==> config.mk <==
export PLATFORM = sky130hd
export DESIGN_NAME = program_loader
export DESIGN_NICKNAME = d
export VERILOG_FILES = /design/src/rtl/program_loader_pkg.sv /design/src/rtl/loader_word_assembler.sv /design/src/rtl/program_loader.sv
export SDC_FILE = /design/constraint.sdc
export NUM_CORES = 1
export LEC_CHECK = 0
export ABC_CLOCK_PERIOD_IN_PS = 3300
export BUFFER_PORTS_ARGS = -buffer_cell sky130_fd_sc_hd__buf_4
export CAP_MARGIN = 10
export CORE_ASPECT_RATIO = 1.25
export CORE_MARGIN = 3
export CORE_UTILIZATION = 50
export CTS_CLUSTER_SIZE = 25
export DETAILED_ROUTE_END_ITERATION = 8
export PLACE_DENSITY = 0.75
export SYNTH_ARGS = -nofsm -noshare
export SYNTH_HDL_FRONTEND = slang
export SYNTH_HIERARCHICAL = 1
export SYNTH_SLANG_ARGS = --single-unit
==> constraint.sdc <==
create_clock -name clk -period 3.3 [get_ports clk]
set_input_delay 0 -clock clk [delete_from_list [all_inputs] [get_ports clk]]
set_output_delay 0 -clock clk [all_outputs]
set_load 0.005 [all_outputs]
==> src/rtl/program_loader_pkg.sv <==
// Shared types and constants for the program loader.
// Holds the FSM state enum, the instruction word layout and the opcode/HALT constants.
package program_loader_pkg;

    localparam int unsigned BYTE_W   = 8;
    localparam int unsigned OPCODE_W = 5;
    localparam logic [OPCODE_W-1:0] HALT_OP = 5'b00000;

    typedef enum logic [2:0] {
        IDLE    = 3'd0,
        WAIT_HI = 3'd1,
        WAIT_LO = 3'd2,
        WRITE   = 3'd3,
        CHECK   = 3'd4,
        DONE    = 3'd5
    } state_e;

    // Instruction word as it arrives on the wire: high byte first.
    typedef struct packed {
        logic [BYTE_W-1:0] hi;
        logic [BYTE_W-1:0] lo;
    } instr_word_t;

    // Opcode field lives in the top OPCODE_W bits of the word.
    function automatic logic is_halt(input instr_word_t w);
        return w.hi[BYTE_W-1 -: OPCODE_W] == HALT_OP;
    endfunction

endpackage

==> src/rtl/loader_word_assembler.sv <==
// Byte-pair assembler for the program loader.
// Holds the high byte and presents {hi, byte} when the low byte arrives.
// With LOADER_CHECKSUM_EN defined it also keeps a running XOR of every accepted byte.
// Ports:
//   clk, rst_n     clock, async active-low reset
//   clear          restart: zero the high-byte (and checksum) registers
//   byte_in        received data byte
//   byte_valid     byte_in is an accepted data byte this cycle
//   byte_lo        this accepted byte is the low half of a word
//   word_c         combinational {hi, byte_in}
//   word_valid_c   combinational: word_c is complete this cycle
//   csum           running XOR of accepted bytes (LOADER_CHECKSUM_EN only)
module loader_word_assembler
    import program_loader_pkg::*;
(
    input  logic              clk,
    input  logic              rst_n,
    input  logic              clear,
    input  logic [BYTE_W-1:0] byte_in,
    input  logic              byte_valid,
    input  logic              byte_lo,
    output instr_word_t       word_c,
    output logic              word_valid_c
`ifdef LOADER_CHECKSUM_EN
    ,
    output logic [BYTE_W-1:0] csum
`endif
);

    logic [BYTE_W-1:0] hi_q;

    // High-byte holding register.
    always_ff @(posedge clk or negedge rst_n) begin
        if (!rst_n) begin
            hi_q <= '0;
        end else if (clear) begin
            hi_q <= '0;
        end else if (byte_valid && !byte_lo) begin
            hi_q <= byte_in;
        end
    end

    assign word_c       = '{hi: hi_q, lo: byte_in};
    assign word_valid_c = byte_valid && byte_lo;

`ifdef LOADER_CHECKSUM_EN
    // Running XOR over every data byte of the current load.
    always_ff @(posedge clk or negedge rst_n) begin
        if (!rst_n) begin
            csum <= '0;
        end else if (clear) begin
            csum <= '0;
        end else if (byte_valid) begin
            csum <= csum ^ byte_in;
        end
    end
`endif

endmodule

==> src/rtl/program_loader.sv <==
// Program memory writer: turns a UART byte stream into instruction words.
// Byte pairs (high first) are written to ascending addresses from 0 until a
// HALT word is written or the last address is filled.
// Optional macro LOADER_CHECKSUM_EN: one trailing checksum byte is compared
// against the XOR of all data bytes before done rises.
// Ports:
//   clk, rst_n   clock, async active-low reset
//   start        1-cycle pulse: begin a load at address 0 (ignored while busy)
//   rx_data      received byte, qualified by rx_valid
//   wr_en        memory write enable, one cycle per word
//   wr_addr      write address
//   wr_data      write data
//   busy         load in progress
//   done         load finished, held until next start
//   overflow     memory filled without HALT
//   word_count   words written in current/last load
//   chk_err      checksum mismatch (0 without LOADER_CHECKSUM_EN)
module program_loader
    import program_loader_pkg::*;
#(
    parameter int unsigned AB = 11,
    parameter int unsigned DB = 16
) (
    input  logic              clk,
    input  logic              rst_n,
    input  logic              start,
    input  logic [BYTE_W-1:0] rx_data,
    input  logic              rx_valid,
    output logic              wr_en,
    output logic [AB-1:0]     wr_addr,
    output logic [DB-1:0]     wr_data,
    output logic              busy,
    output logic              done,
    output logic              overflow,
    output logic [AB:0]       word_count,
    output logic              chk_err
);

    state_e      state;
    instr_word_t word_c;
    logic        word_valid_c;
    logic        halt_c;
    logic        last_c;
    logic        term_c;
    logic        restart_c;
    logic        byte_valid_c;
    logic        byte_lo_c;
`ifdef LOADER_CHECKSUM_EN
    logic [BYTE_W-1:0] csum;
`endif

    // Termination is judged on the word currently being written.
    assign halt_c    = is_halt(instr_word_t'(wr_data[2*BYTE_W-1:0]));
    assign last_c    = (wr_addr == {AB{1'b1}});
    assign term_c    = halt_c || last_c;
    assign restart_c = start && (state == IDLE || state == DONE);

    // A data byte is accepted while assembling, or during a non-final WRITE
    // where it becomes the next high byte.
    assign byte_valid_c = rx_valid && ((state == WAIT_HI) || (state == WAIT_LO) ||
                                       ((state == WRITE) && !term_c));
    assign byte_lo_c    = (state == WAIT_LO);

    loader_word_assembler u_asm (
        .clk          (clk),
        .rst_n        (rst_n),
        .clear        (restart_c),
        .byte_in      (rx_data),
        .byte_valid   (byte_valid_c),
        .byte_lo      (byte_lo_c),
        .word_c       (word_c),
        .word_valid_c (word_valid_c)
`ifdef LOADER_CHECKSUM_EN
        ,
        .csum         (csum)
`endif
    );

    // Load sequencer with registered outputs.
    always_ff @(posedge clk or negedge rst_n) begin
        if (!rst_n) begin
            state      <= IDLE;
            wr_en      <= 1'b0;
            wr_addr    <= '0;
            wr_data    <= '0;
            busy       <= 1'b0;
            done       <= 1'b0;
            overflow   <= 1'b0;
            word_count <= '0;
            chk_err    <= 1'b0;
        end else begin
            wr_en <= 1'b0;
            case (state)
                IDLE, DONE: begin
                    if (start) begin
                        state      <= WAIT_HI;
                        busy       <= 1'b1;
                        done       <= 1'b0;
                        overflow   <= 1'b0;
                        chk_err    <= 1'b0;
                        wr_addr    <= '0;
                        word_count <= '0;
                    end
                end
                WAIT_HI: begin
                    if (rx_valid) begin
                        state <= WAIT_LO;
                    end
                end
                WAIT_LO: begin
                    if (word_valid_c) begin
                        state   <= WRITE;
                        wr_en   <= 1'b1;
                        wr_data <= DB'(word_c);
                    end
                end
                WRITE: begin
                    word_count <= word_count + (AB+1)'(1);
                    if (term_c) begin
                        overflow <= !halt_c;
`ifdef LOADER_CHECKSUM_EN
                        state    <= CHECK;
`else
                        state    <= DONE;
                        busy     <= 1'b0;
                        done     <= 1'b1;
`endif
                    end else begin
                        wr_addr <= wr_addr + AB'(1);
                        state   <= rx_valid ? WAIT_LO : WAIT_HI;
                    end
                end
`ifdef LOADER_CHECKSUM_EN
                CHECK: begin
                    if (rx_valid) begin
                        chk_err <= (rx_data != csum);
                        state   <= DONE;
                        busy    <= 1'b0;
                        done    <= 1'b1;
                    end
                end
`endif
                default: begin
                    state <= IDLE;
                    busy  <= 1'b0;
                end
            endcase
        end
    end

endmodule

# Word-level counts from Yosys, hierarchy flattened
# Cells that the tools add are included.
[classes] n_addsub=2 n_eq_ne=10 reduce_logical=24 bitwise_logic=1 n_mux=23
[ops] op="$pmux 12 s2" n=1
[ops] op="$mux 11" n=2
[ops] op="$pmux 11 s2" n=1
[ops] op="$mux 8" n=2
[ops] op="$add 12x1->12 const B" n=1
[ops] op="$mux 12" n=1
[ops] op="$mux 3" n=4
[ops] op="$pmux 3 s4" n=1
[ops] op="$reduce_and 3->1" n=4
[ops] op="$add 11x1->11 const B" n=1
[ops] op="$eq 11x11->1 const B" n=1
[ops] op="$ne 2x2->1 const B" n=5
[ops] op="$mux 1" n=7
[ops] op="$eq 3x2->1 const B" n=2
[ops] op="$logic_and 1x1->1" n=5
[ops] op="$logic_not 5->1" n=1
[ops] op="$logic_or 1x1->1" n=4
[ops] op="$pmux 1 s2" n=2
[ops] op="$reduce_and 2->1" n=2
[ops] op="$reduce_bool 2->1" n=2
[ops] op="$reduce_or 2->1" n=2
[ops] op="$eq 3x1->1 const B" n=1
[ops] op="$eq 3x3->1 const B" n=1
[ops] op="$logic_not 1->1" n=3
[ops] op="4 further kinds" n=4
[totals] out_inout_bits=44 in_bits=12 regBits=54

# Longest topological paths before layout
[logic_depth] ltp_word=9 ltp_mapped=12

# Cells and area by module
# The synthesis kept the hierarchy.
[by_module_without_submodules] module="program_loader" n_inst=1 area_each_um2=2189.6 cells_per_inst=203
[by_module_without_submodules] module="loader_word_assembler" n_inst=1 area_each_um2=473.0 cells_per_inst=43

# Least setup slack after synthesis
# Ideal clock, no wire load.
[synth_path] path_kind="register to register" startpoint="reg wr_addr[0]" endpoint="reg wr_data[0]" slack_ns=0.530 setup_time_ns=0.125 arrival_time_ns=2.645 stages_incl_launch_ff=13 period_less_slack_ns=2.770 required_time_ns=3.175 path_cell_list="dfrtp_1 ha_1 nand4_1 nor3_1 buf_2 o211ai_1 and3_1 and2_2 and2_1 and2_1 buf_2 buf_2 mux2_2"
[synth_between] elab_chain_cells=8
[synth_lines] element="from (decl)" line_no="program_loader.sv:30" rtl="output logic [AB-1:0] wr_addr,"
[synth_lines] element="from (signal assigned)" line_no="program_loader.sv:129" rtl="wr_addr <= wr_addr + AB'(1);"
[synth_lines] element="$eq 11x11->1" line_no="program_loader.sv:54" rtl="assign last_c = (wr_addr == {AB{1'b1}});"
[synth_lines] element="$logic_or 1x1->1" line_no="program_loader.sv:55" rtl="assign term_c = halt_c || last_c;"
[synth_lines] element="$logic_not 1->1" line_no="program_loader.sv:61" rtl="((state == WRITE) && !term_c));"
[synth_lines] element="$logic_and 1x1->1" line_no="program_loader.sv:61"
[synth_lines] element="$logic_or 1x1->1" line_no="program_loader.sv:60" rtl="assign byte_valid_c = rx_valid && ((state == WAIT_HI) || (state == WAIT_LO) ||"
[synth_lines] element="$logic_and 1x1->1" line_no="program_loader.sv:60"
[synth_lines] element="named net byte_valid_c" line_no="program_loader.sv:46" rtl="logic byte_valid_c;"
[synth_lines] element="$logic_and 1x1->1" line_no="loader_word_assembler.sv:44" rtl="assign word_valid_c = byte_valid && byte_lo;"
[synth_lines] element="named net word_valid_c" line_no="program_loader.sv:41" rtl="logic word_valid_c;"
[synth_lines] element="$reduce_and 2->1 (no line)"
[synth_lines] element="to (signal assigned)" line_no="program_loader.sv:114" rtl="wr_data <= DB'(word_c);"
[synth_lines] element="to (decl)" line_no="program_loader.sv:31" rtl="output logic [DB-1:0] wr_data,"
# The timed path passes the listed nets, and every way through them passes these cells.
# A chain may end at the register's enable or synchronous reset.

# Final worst setup path
[layout_path] startpoint="reg wr_addr[0]" endpoint="reg wr_data[7]"
# Same word-level chain as after synthesis.

==> reports/qor.csv <==
stage,metric,value,unit
worst_setup_path,crit path DAT,3.07,ns
cells_and_area,Nets,317,
sta,Setup Viol. Count Final,0,
power,leakage power total,1.52,nW
floorplan,Die ar.,6240,um^2
worst_setup_path,WP data required,3.50,ns
global_route,gr usage total,18.2,%
worst_setup_path,critical path type,register to register,
synth,prevailing post-synth register cell,dfrtp_1,
worst_setup_path,most frequent CP cell,and2_1,
synth,Synth async-reset ratio,100,%
synth,top cell type's share of synthesized area,50.8,%
cts,clk_lat worst skew,0.31,ns
synth,syn_area_per_cell,10.8,um^2
global_route,number of global-route vias before repair,2019,
floorplan,core area,5120,um^2
sta,Fmax achieved,349,MHz
cts,# Post-CTS Setup Buffers,0,
routing,total number of vias,2056,
synth,Mapped Area,2660,um^2
placement,GPL Wtd Cong,0.796,
worst_setup_path,worst r2r path cells,9,
global_route,total congestion overflow,0,
cts,# clock sinks,54,
power,Power Total,2.37,mW
floorplan,io pins,56,
synth,syn_nets,260,
routing,DRT Pass-1 Iters,4,
sta,Slew Limit Fails,0,
cts,clk root buf,clkbuf_8,
worst_setup_path,CP Buf/Inv Count,0,
cts,post_cts resized,0,
sta,clock period minus worst slack,2.87,ns
synth,most frequent cell after synthesis,dfrtp_1,
routing,Routed Antenna Nets,0,
synth,synthesized instance count,246,
flow_run,max cap viols,0,
synth,Yosys top cell by area,dfrtp_1,
placement,Buffers on Ports,54,
synth,register area share after synthesis,50.8,%
sta,Setup TNS,0,ns
routing,final wirelength,5290,um
synth,"EDFF count, synth",0,
worst_setup_path,"Largest stage delay, worst path",0.44,ns
worst_setup_path,CP Depth,9,
routing,Via density,5.62,
worst_setup_path,"Slowest-stage cell, CP",dfrtp_1,
floorplan,starting density of the core,52.0,%
cts,CTS tree,done,
synth,post-synth cell types,49,
global_route,initial antenna violation count,0,
cts,Max clock buf depth,2,
hold_path,HP Class,input pin to asynchronous set/reset pin,
sta,final period utilization,86.8,%
sta,Fin. Hold Viols,0,
synth,Yosys reg bits,54,
cts,Num CTS Buffers,5,
worst_setup_path,R2R Path End,wr_data[7],
routing,routed len/inst,14.4,um
run_status,outcome,completed,
global_route,global-route wire length before repair,9210,um
worst_setup_path,CP Launch Type,register,
cells_and_area,Ant. Diodes,0,
cts,cts hold-fix bufs,11,
floorplan,Die Y,87.6,um
placement,dpl hpwl,3700,um
synth,Synth Warn #,6,
sta,RSZ-0062 raised after global routing,false,
synth,Synth area leaders,"dfrtp_1 51%, mux2_2 6.8%, mux2i_1 3.4%",
power,pwr dens,727,nW/um^2
power,Peak VDD IR,0.453,mV
routing,DRC Markers,0,
worst_setup_path,worst-path cell chain,"ha_1, nand4_1, nor3_1, o211ai_1, and3_1, and2_2, and2_1, and2_1, mux2_2",
floorplan,Die X,71.3,um
worst_setup_path,"delay-heaviest family, CP",simple AND/OR/NAND/NOR gates,
sta,Worst-Margin Slew,0.733,ns
floorplan,# rows,29,
worst_setup_path,CP endpoint kind,register,
sta,Clock Skews,0.00590,ns
cts,clock-pin slew on the worst setup and hold paths,0.10,ns
global_route,largest net degree at the start of global routing,55,
synth,Post-synth top cells,"54 x dfrtp_1, 23 x nand2_1, 16 x mux2_2",
worst_setup_path,Worst Path Max Fanout,17,
worst_setup_path,R2R Setup Slk,0.43,ns
cts,H-tree Lvls,2,
cells_and_area,P&R area growth vs syn,22.3,%
cells_and_area,fraction of layout instances using a drive strength above 1,29.9,%
worst_setup_path,Reg-to-Reg Start,wr_addr[0],
routing,DR iter-0 viols,93,
cells_and_area,"Core Util, Final",63.6,%
sta,Slew headroom,51.2,%
stage by stage:
step	hold slack (ns)	area (um^2)	std cells	setup slack [ns]
5_1_grt	0.321	3260	366	0.221
3_3_place_gp	0.0860	3050	347	0.551
2_1_floorplan	-0.296	2660	246	0.530
4_1_cts	0.284	3260	366	0.400
3_5_place_dp	0.0837	3050	347	0.420
6_report	0.240	3260	366	0.435
worst reg2reg max path, cell delays in order (launching register included):
cell and delay (ns):
dfrtp_1 0.44, ha_1 0.26, nand4_1 0.18, nor3_1 0.40
o211ai_1 0.13, and3_1 0.22, and2_2 0.18, and2_1 0.16
and2_1 0.39, mux2_2 0.38
worst max path at each step:
| stage | startpoint | end | slack, ns |
|---|---|---|---|
| 3_3_place_gp | wr_addr[0] | wr_data[8] | 0.55 |
| 3_5_place_dp | wr_addr[0] | wr_data[13] | 0.42 |
| 4_1_cts | wr_addr[0] | wr_data[13] | 0.40 |
| 6_report | wr_addr[0] | wr_data[7] | 0.43 |
| 5_1_grt | wr_addr[0] | wr_data[7] | 0.22 |
| 2_1_floorplan | wr_addr[0] | wr_data[0] | 0.53 |
state kept, by name (all words and copies together) (netlist names):
| name | cells |
|---|---|
| wr_data | 16 |
| done | 1 |
| wr_addr | 11 |
| overflow | 1 |
| wr_en | 1 |
| busy | 1 |
| state | 3 |
| u_asm/hi_q | 8 |
| word_count | 12 |
final cells by class:
cell class                 instances  area, um^2
multi-input combinational        169        1170
fill                             428        1860
tap                               62        77.6
inverter                           5        18.8
sequential                        54        1350
clock inverter                     2        16.3
timing repair buffer              68         538
clock buffer                       6        82.6
routing by layer:
layer | part of all wire [%] | routed length (um) | global-route usage (%) | up-vias
met5 | 0 | 0 | 0 | -
met4 | 0.70 | 37 | 6.15 | 0
met3 | 5.1 | 272 | 4.59 | 4
met2 | 50 | 2640 | 31.2 | 49
met1 | 44 | 2330 | 22.5 | 997
li1 | - | - | - | 1006
cells by family after synthesis:
logic type / synth area share [%]
other cells: 0.141
mux: 10.2
compound gates: 12.0
xor+xnor: 0.329
flops: 50.8
simple gates: 20.4
fa+ha+maj: 0.940
buf+inv: 5.26
power by group:
part           total (mW)  internal (mW)  switching, mW  leakage (nW)
Clock               0.396          0.173          0.223        0.0478
Combinational       0.961          0.507          0.454         0.752
Sequential           1.01          0.844          0.165         0.724
Total                2.37           1.52          0.842          1.52
cells in the final DEF (no fill, tap or decap), types with 5 or more instances in the layout:
cell type	n
clkbuf_8	6
dlygate4sd3_1	11
nand2b_1	9
nand4bb_1	8
and3_1	5
o21ai_0	13
mux2i_1	9
dfrtp_1	54
nand2_1	23
o21ai_1	6
nand3_1	10
nor2_1	10
o31ai_1	5
a21oi_1	6
mux2_2	16
buf_4	57
Note: power is estimated with default switching activity, not from simulation.
